$ cat src/rtl/matmul_mode_ctrl.sv
// matmul_mode_ctrl: NORMAL/MATMUL2 mode controller sitting between decode and fetch.
// Detects STARTMATMUL2 / ENDMATMUL in decode. On each mode change it saves or restores
// the return PC, switches the instruction-memory select, and issues a one-cycle PC
// redirect together with an F/D flush.
//
// Optional feature macro: MATMUL_CYCLE_CNT_EN (enables the MATMUL2 residency counter).
//
// Ports:
//   clk          in   clock
//   reset        in   synchronous, active-low reset
//   instr_d      in   [31:0] instruction in decode
//   pc_d         in   [31:0] PC of instr_d
//   valid_d      in   instr_d is a real (non-bubble) instruction
//   stall_d      in   decode held this cycle; no detection while high
//   redirect     out  one-cycle pulse; fetch loads redirect_pc
//   redirect_pc  out  [31:0] redirect target (0 when not redirecting)
//   flush_fd     out  squash F/D register, asserted with redirect
//   im_sel       out  0 = program imem, 1 = MATMUL2 microcode imem
//   fsm_state    out  architectural mode, 0 = NORMAL, 1 = MATMUL2
//   pc_backup    out  [31:0] saved return PC
//   busy         out  high in ENTER and EXIT
//   err          out  sticky protocol error
//   mm_cycles    out  [CNT_W-1:0] MATMUL2 residency count (0 when feature disabled)

module matmul_mode_ctrl #(
    parameter logic [31:0] UCODE_BASE = 32'h0000_0000,
    parameter int unsigned CNT_W      = 32
) (
    input  logic             clk,
    input  logic             reset,
    input  logic [31:0]      instr_d,
    input  logic [31:0]      pc_d,
    input  logic             valid_d,
    input  logic             stall_d,
    output logic             redirect,
    output logic [31:0]      redirect_pc,
    output logic             flush_fd,
    output logic             im_sel,
    output logic             fsm_state,
    output logic [31:0]      pc_backup,
    output logic             busy,
    output logic             err,
    output logic [CNT_W-1:0] mm_cycles
);

    localparam logic [6:0] OPC_MATMUL   = 7'b1111010;
    localparam logic [2:0] FUNCT3_START = 3'b000;
    localparam logic [2:0] FUNCT3_END   = 3'b111;

    typedef enum logic [1:0] {
        ST_NORMAL  = 2'd0,
        ST_ENTER   = 2'd1,
        ST_MATMUL2 = 2'd2,
        ST_EXIT    = 2'd3
    } state_t;

    state_t      state_q;
    state_t      state_d;
    logic [31:0] pc_backup_d;
    logic        err_d;
    logic        redirect_d;
    logic [31:0] redirect_pc_d;
    logic        in_mm_d;
    logic        dec_ok;
    logic        start_det;
    logic        end_det;

    // Only opcode and funct3 take part in decoding.
    logic unused_instr;
    assign unused_instr = ^{instr_d[31:15], instr_d[11:7]};

    // Instruction detection, qualified by a live, unstalled decode slot.
    always_comb begin
        dec_ok    = valid_d & ~stall_d;
        start_det = dec_ok && (instr_d[6:0] == OPC_MATMUL) && (instr_d[14:12] == FUNCT3_START);
        end_det   = dec_ok && (instr_d[6:0] == OPC_MATMUL) && (instr_d[14:12] == FUNCT3_END);
    end

    // Next state plus next values of every registered output.
    always_comb begin
        state_d       = state_q;
        pc_backup_d   = pc_backup;
        err_d         = err;
        redirect_d    = 1'b0;
        redirect_pc_d = 32'h0;
        in_mm_d       = 1'b0;

        unique case (state_q)
            ST_NORMAL: begin
                if (start_det) begin
                    state_d     = ST_ENTER;
                    pc_backup_d = pc_d + 32'd4;
                end else if (end_det) begin
                    err_d = 1'b1;
                end
            end
            // Decode slot is being flushed here, so its contents are ignored.
            ST_ENTER: state_d = ST_MATMUL2;
            ST_MATMUL2: begin
                if (end_det) begin
                    state_d = ST_EXIT;
                end else if (start_det) begin
                    err_d = 1'b1;
                end
            end
            ST_EXIT: state_d = ST_NORMAL;
            default: state_d = ST_NORMAL;
        endcase

        // Outputs are registered against the next state so they line up with it.
        if (state_d == ST_ENTER) begin
            redirect_d    = 1'b1;
            redirect_pc_d = UCODE_BASE;
        end else if (state_d == ST_EXIT) begin
            redirect_d    = 1'b1;
            redirect_pc_d = pc_backup_d;
        end
        in_mm_d = (state_d == ST_ENTER) || (state_d == ST_MATMUL2);
    end

    // State and output registers.
    always_ff @(posedge clk) begin
        if (!reset) begin
            state_q     <= ST_NORMAL;
            pc_backup   <= 32'h0;
            err         <= 1'b0;
            redirect    <= 1'b0;
            redirect_pc <= 32'h0;
            flush_fd    <= 1'b0;
            busy        <= 1'b0;
            im_sel      <= 1'b0;
            fsm_state   <= 1'b0;
        end else begin
            state_q     <= state_d;
            pc_backup   <= pc_backup_d;
            err         <= err_d;
            redirect    <= redirect_d;
            redirect_pc <= redirect_pc_d;
            flush_fd    <= redirect_d;
            busy        <= redirect_d;
            im_sel      <= in_mm_d;
            fsm_state   <= in_mm_d;
        end
    end

`ifdef MATMUL_CYCLE_CNT_EN
    logic [CNT_W-1:0] mm_cnt_q;

    // Residency counter: cleared on START, counts MATMUL2 cycles, saturates.
    always_ff @(posedge clk) begin
        if (!reset) begin
            mm_cnt_q <= '0;
        end else if (state_d == ST_ENTER) begin
            mm_cnt_q <= '0;
        end else if ((state_q == ST_MATMUL2) && (mm_cnt_q != {CNT_W{1'b1}})) begin
            mm_cnt_q <= mm_cnt_q + CNT_W'(1);
        end
    end

    assign mm_cycles = mm_cnt_q;
`else
    assign mm_cycles = '0;
`endif

endmodule

$ cat config.mk
export PLATFORM = sky130hd
export DESIGN_NAME = matmul_mode_ctrl
export DESIGN_NICKNAME = d
export VERILOG_FILES = /design/src/rtl/matmul_mode_ctrl.sv
export SDC_FILE = /design/constraint.sdc
export NUM_CORES = 1
export LEC_CHECK = 0
export ABC_AREA = 1
export CAP_MARGIN = 20
export CORE_MARGIN = 3
export CORE_UTILIZATION = 44
export CTS_CLUSTER_DIAMETER = 120
export DETAILED_ROUTE_END_ITERATION = 12
export GPL_TIMING_DRIVEN = 0
export PLACE_DENSITY_LB_ADDON = 0.08
export SYNTH_ARGS = -nofsm -noshare
export SYNTH_HDL_FRONTEND = slang
export SYNTH_SLANG_ARGS = --single-unit
export TNS_END_PERCENT = 30
$ cat constraint.sdc
create_clock -name clk -period 3.5 [get_ports clk]
set_input_delay 0.525 -clock clk [delete_from_list [all_inputs] [get_ports clk]]
set_output_delay 0.525 -clock clk [all_outputs]
set_load 0.01 [all_outputs]
==> summary.txt <==
Finish
  • Share of layout cells above drive strength 1: 0.0896
  • Number of diodes: 0
  • Commonest non-fill, non-tap cell in the layout: nand2_1
  • Net count, final: 760
  • Most frequent cells in the layout: nand2_1 (144), clkdlybuf4s50_1 (114), nor2_1 (109)
  • Fill count: between 600 and 700
  • Non-Filler Instances: 791
  • Area growth syn-to-layout: 45.7%
  • Post-route cell area: 5090 um^2

Yosys
  • Synthesis Warnings: 0
  • Synth Register Bits: 68
  • Register area share after synthesis: 0.390
  • Count of cell types in the netlist: 23
  • Avg Inst Size Synth: 6.58 um^2
  • Synth Instances: 531
  • Syn Std Cell Area: approximately 3500 um^2

Placed design
  • Placer's final routability congestion estimate: 0.868
  • Pre-CTS setup slack: 0.279 ns
  • Placed cells: 775
  • Dpl cell area: 4870 um^2
  • HPWL after DPL: roughly 8.1 mm
  • Port bufs: 114

Routing
  • DR WL met2: around 5 mm
  • Metal3 WL: a little under 800 um
  • Vias: between 3000 and 4000
  • # DRC: 0
  • Detailed-route wire length: 10.0 mm
  • Wire length on met1: around 4.2 mm
  • DRT Pass-1 Iters: 5
  • WL/cell: 12.6 um
  • Post-route ant nets: 0
  • Drt via density: 4.52
  • Top layer in use: met4
  • Initial DRC Count: 113

CTS
  • Clk sinks: 68
  • H-tree levels: 3
  • Num CTS Buffers: 9
  • Worst-path clk slew: 0.07 ns
  • CTS resizes: 0
  • TritonCTS clock tree: yes
  • Hold_buf cts: 0
  • Clk buf depth: 2
  • Root Buffer: clkbuf_8
  • Clk_lat worst skew: 0.35 ns
  • Total setup buffers inserted after CTS: 0

STA
  • Fin. max-slew vios: 0
  • Fin crit share: 0.810
  • Final setup fails: 0
  • Final hold violation count: 0
  • Final clock skew: slightly above 0.007 ns
  • RSZ-0062 raised after global routing: no
  • Max_slew headroom: 0.577
  • Final worst-path setup slack: roughly 0.67 ns
  • Worst Tran Pin Value: 0.634 ns
  • Setup_tns: 0 ns
  • Minimum clock period: 2.83 ns
  • Fmax: roughly 350 MHz

Setup path
  • Critical path fanouts, max: 10
  • CP endpoint kind: flop
  • CP Class: input port to flop
  • Crit path arrival time: 3.05 ns
  • Required time worst endpoint: 3.71 ns
  • Startpoint class of the critical path: input port

Floorplanning
  • Row count: 31
  • Die H: 95.1 um
  • Initial Utilization: 0.466
  • Placeable Area: 7490 um^2
  • Die X: 95.1 um
  • IO Pins: 170
  • DIE AREA: 9040 um^2

Global routing
  • Initial antenna violation count: 0
  • First-pass GRT wire length: 15.8 mm
  • Pin count of the biggest net entering global routing: 13
  • Number of global-route vias before repair: 3355
  • Gr usage total: 0.226
  • Remaining Overflow, GRT: 0

Worst hold path
  • Hold WC Path Type: flop to flop

Power
  • Pwr Total: 0.00165 W
  • VDD IR-drop max: 0.316 mV
  • Leakage: 2.29 nW
  • Cell area power density: 324 nW/um^2

Run
  • Max Cap Viol: 0

Status
  • Outcome: finished clean
-- power breakdown --
part	internal, W	total, W	switching, W
clock network	0.000398	0.000705	0.000307
registers	0.000773	0.000773	0.0000000855
logic	0.0000853	0.000169	0.0000836
total	0.00126	0.00165	0.000390
-- final timing paths --
kind	from	end	slack, ns	cells after the start
worst max-delay path	instr_d[2]	redirect_pc[31]	0.67	13
worst max register to register	state_q[0]	redirect_pc[31]	0.72	11
worst min-delay path	pc_backup[11]	pc_backup[11]	0.54	2
worst min register to register	pc_backup[11]	pc_backup[11]	0.54	2
-- kinds of logic (layout without fill, tap and decap cells) --
family	after synthesis	count (layout)	share of synthesized area
flip-flops	68	68	0.390
XOR/XNOR	9	9	0.0226
buffers and inverters	121	251	0.174
AO/OA/AOI/OAI	26	26	0.0434
adder cells (fa/ha/maj)	5	5	0.0179
other	1	32	0.00107
AND/OR/NAND/NOR	301	301	0.351
-- per-stage QoR --
step	util	hold slack (ns)
2_1_floorplan	-	0.547
3_3_place_gp	0.651	0.499
3_5_place_dp	0.651	0.513
4_1_cts	0.680	0.533
5_1_grt	0.680	0.579
6_report	0.680	0.540
-- state kept, by name, indices dropped and copies added, names as in the netlist --
name and cells:
state_q 2, fsm_state 1, pc_backup 32, err 1
redirect_pc 32
-- final cells by class --
class,instances,area [um^2],area share
Multi-Input combinational cell,373,1640,0.322
Sequential cell,68,1360,0.268
Timing Repair Buffer,114,1140,0.224
Buffer,45,323,0.0634
Inverter,76,285,0.0561
Clock buffer,9,124,0.0243
Tap cell,99,124,0.0243
Clock inverter,7,91.3,0.0179
-- critical path, cell delays in order --
cell and delay [ns]:
clkdlybuf4s50_1 0.46, inv_1 0.04, nand2_1 0.05, inv_1 0.06, nand4_2 0.22, clkbuf_1 0.41, nand3_1 0.24, ha_1 0.25
inv_1 0.05, nor2_1 0.05, nand2_1 0.13, clkbuf_1 0.45, nor2_1 0.12
-- routing by layer --
layer | global-route usage | vias to the layer above
li1 | - | 1845
met1 | 0.265 | 1601
met2 | 0.408 | 121
met3 | 0.0600 | 9
met4 | 0.0553 | 0
met5 | 0 | -
-- synthesized netlist by cell type, drive strengths merged --
library cell | count | area, um^2
a21oi | 6 | 30.0
and2 | 1 | 6.26
buf | 38 | 297
clkbuf | 7 | 26.3
clkinv | 1 | 3.75
conb | 1 | 3.75
dfxtp | 68 | 1360
ha | 5 | 62.6
inv | 75 | 282
nand2 | 144 | 541
nand3 | 38 | 190
nand4 | 5 | 37.5
nor2 | 109 | 409
nor3 | 4 | 42.5
o21ai | 16 | 91.3
o21bai | 4 | 30.0
xnor2 | 3 | 26.3
xor2 | 6 | 52.6
(Power assumes the default switching activity.)
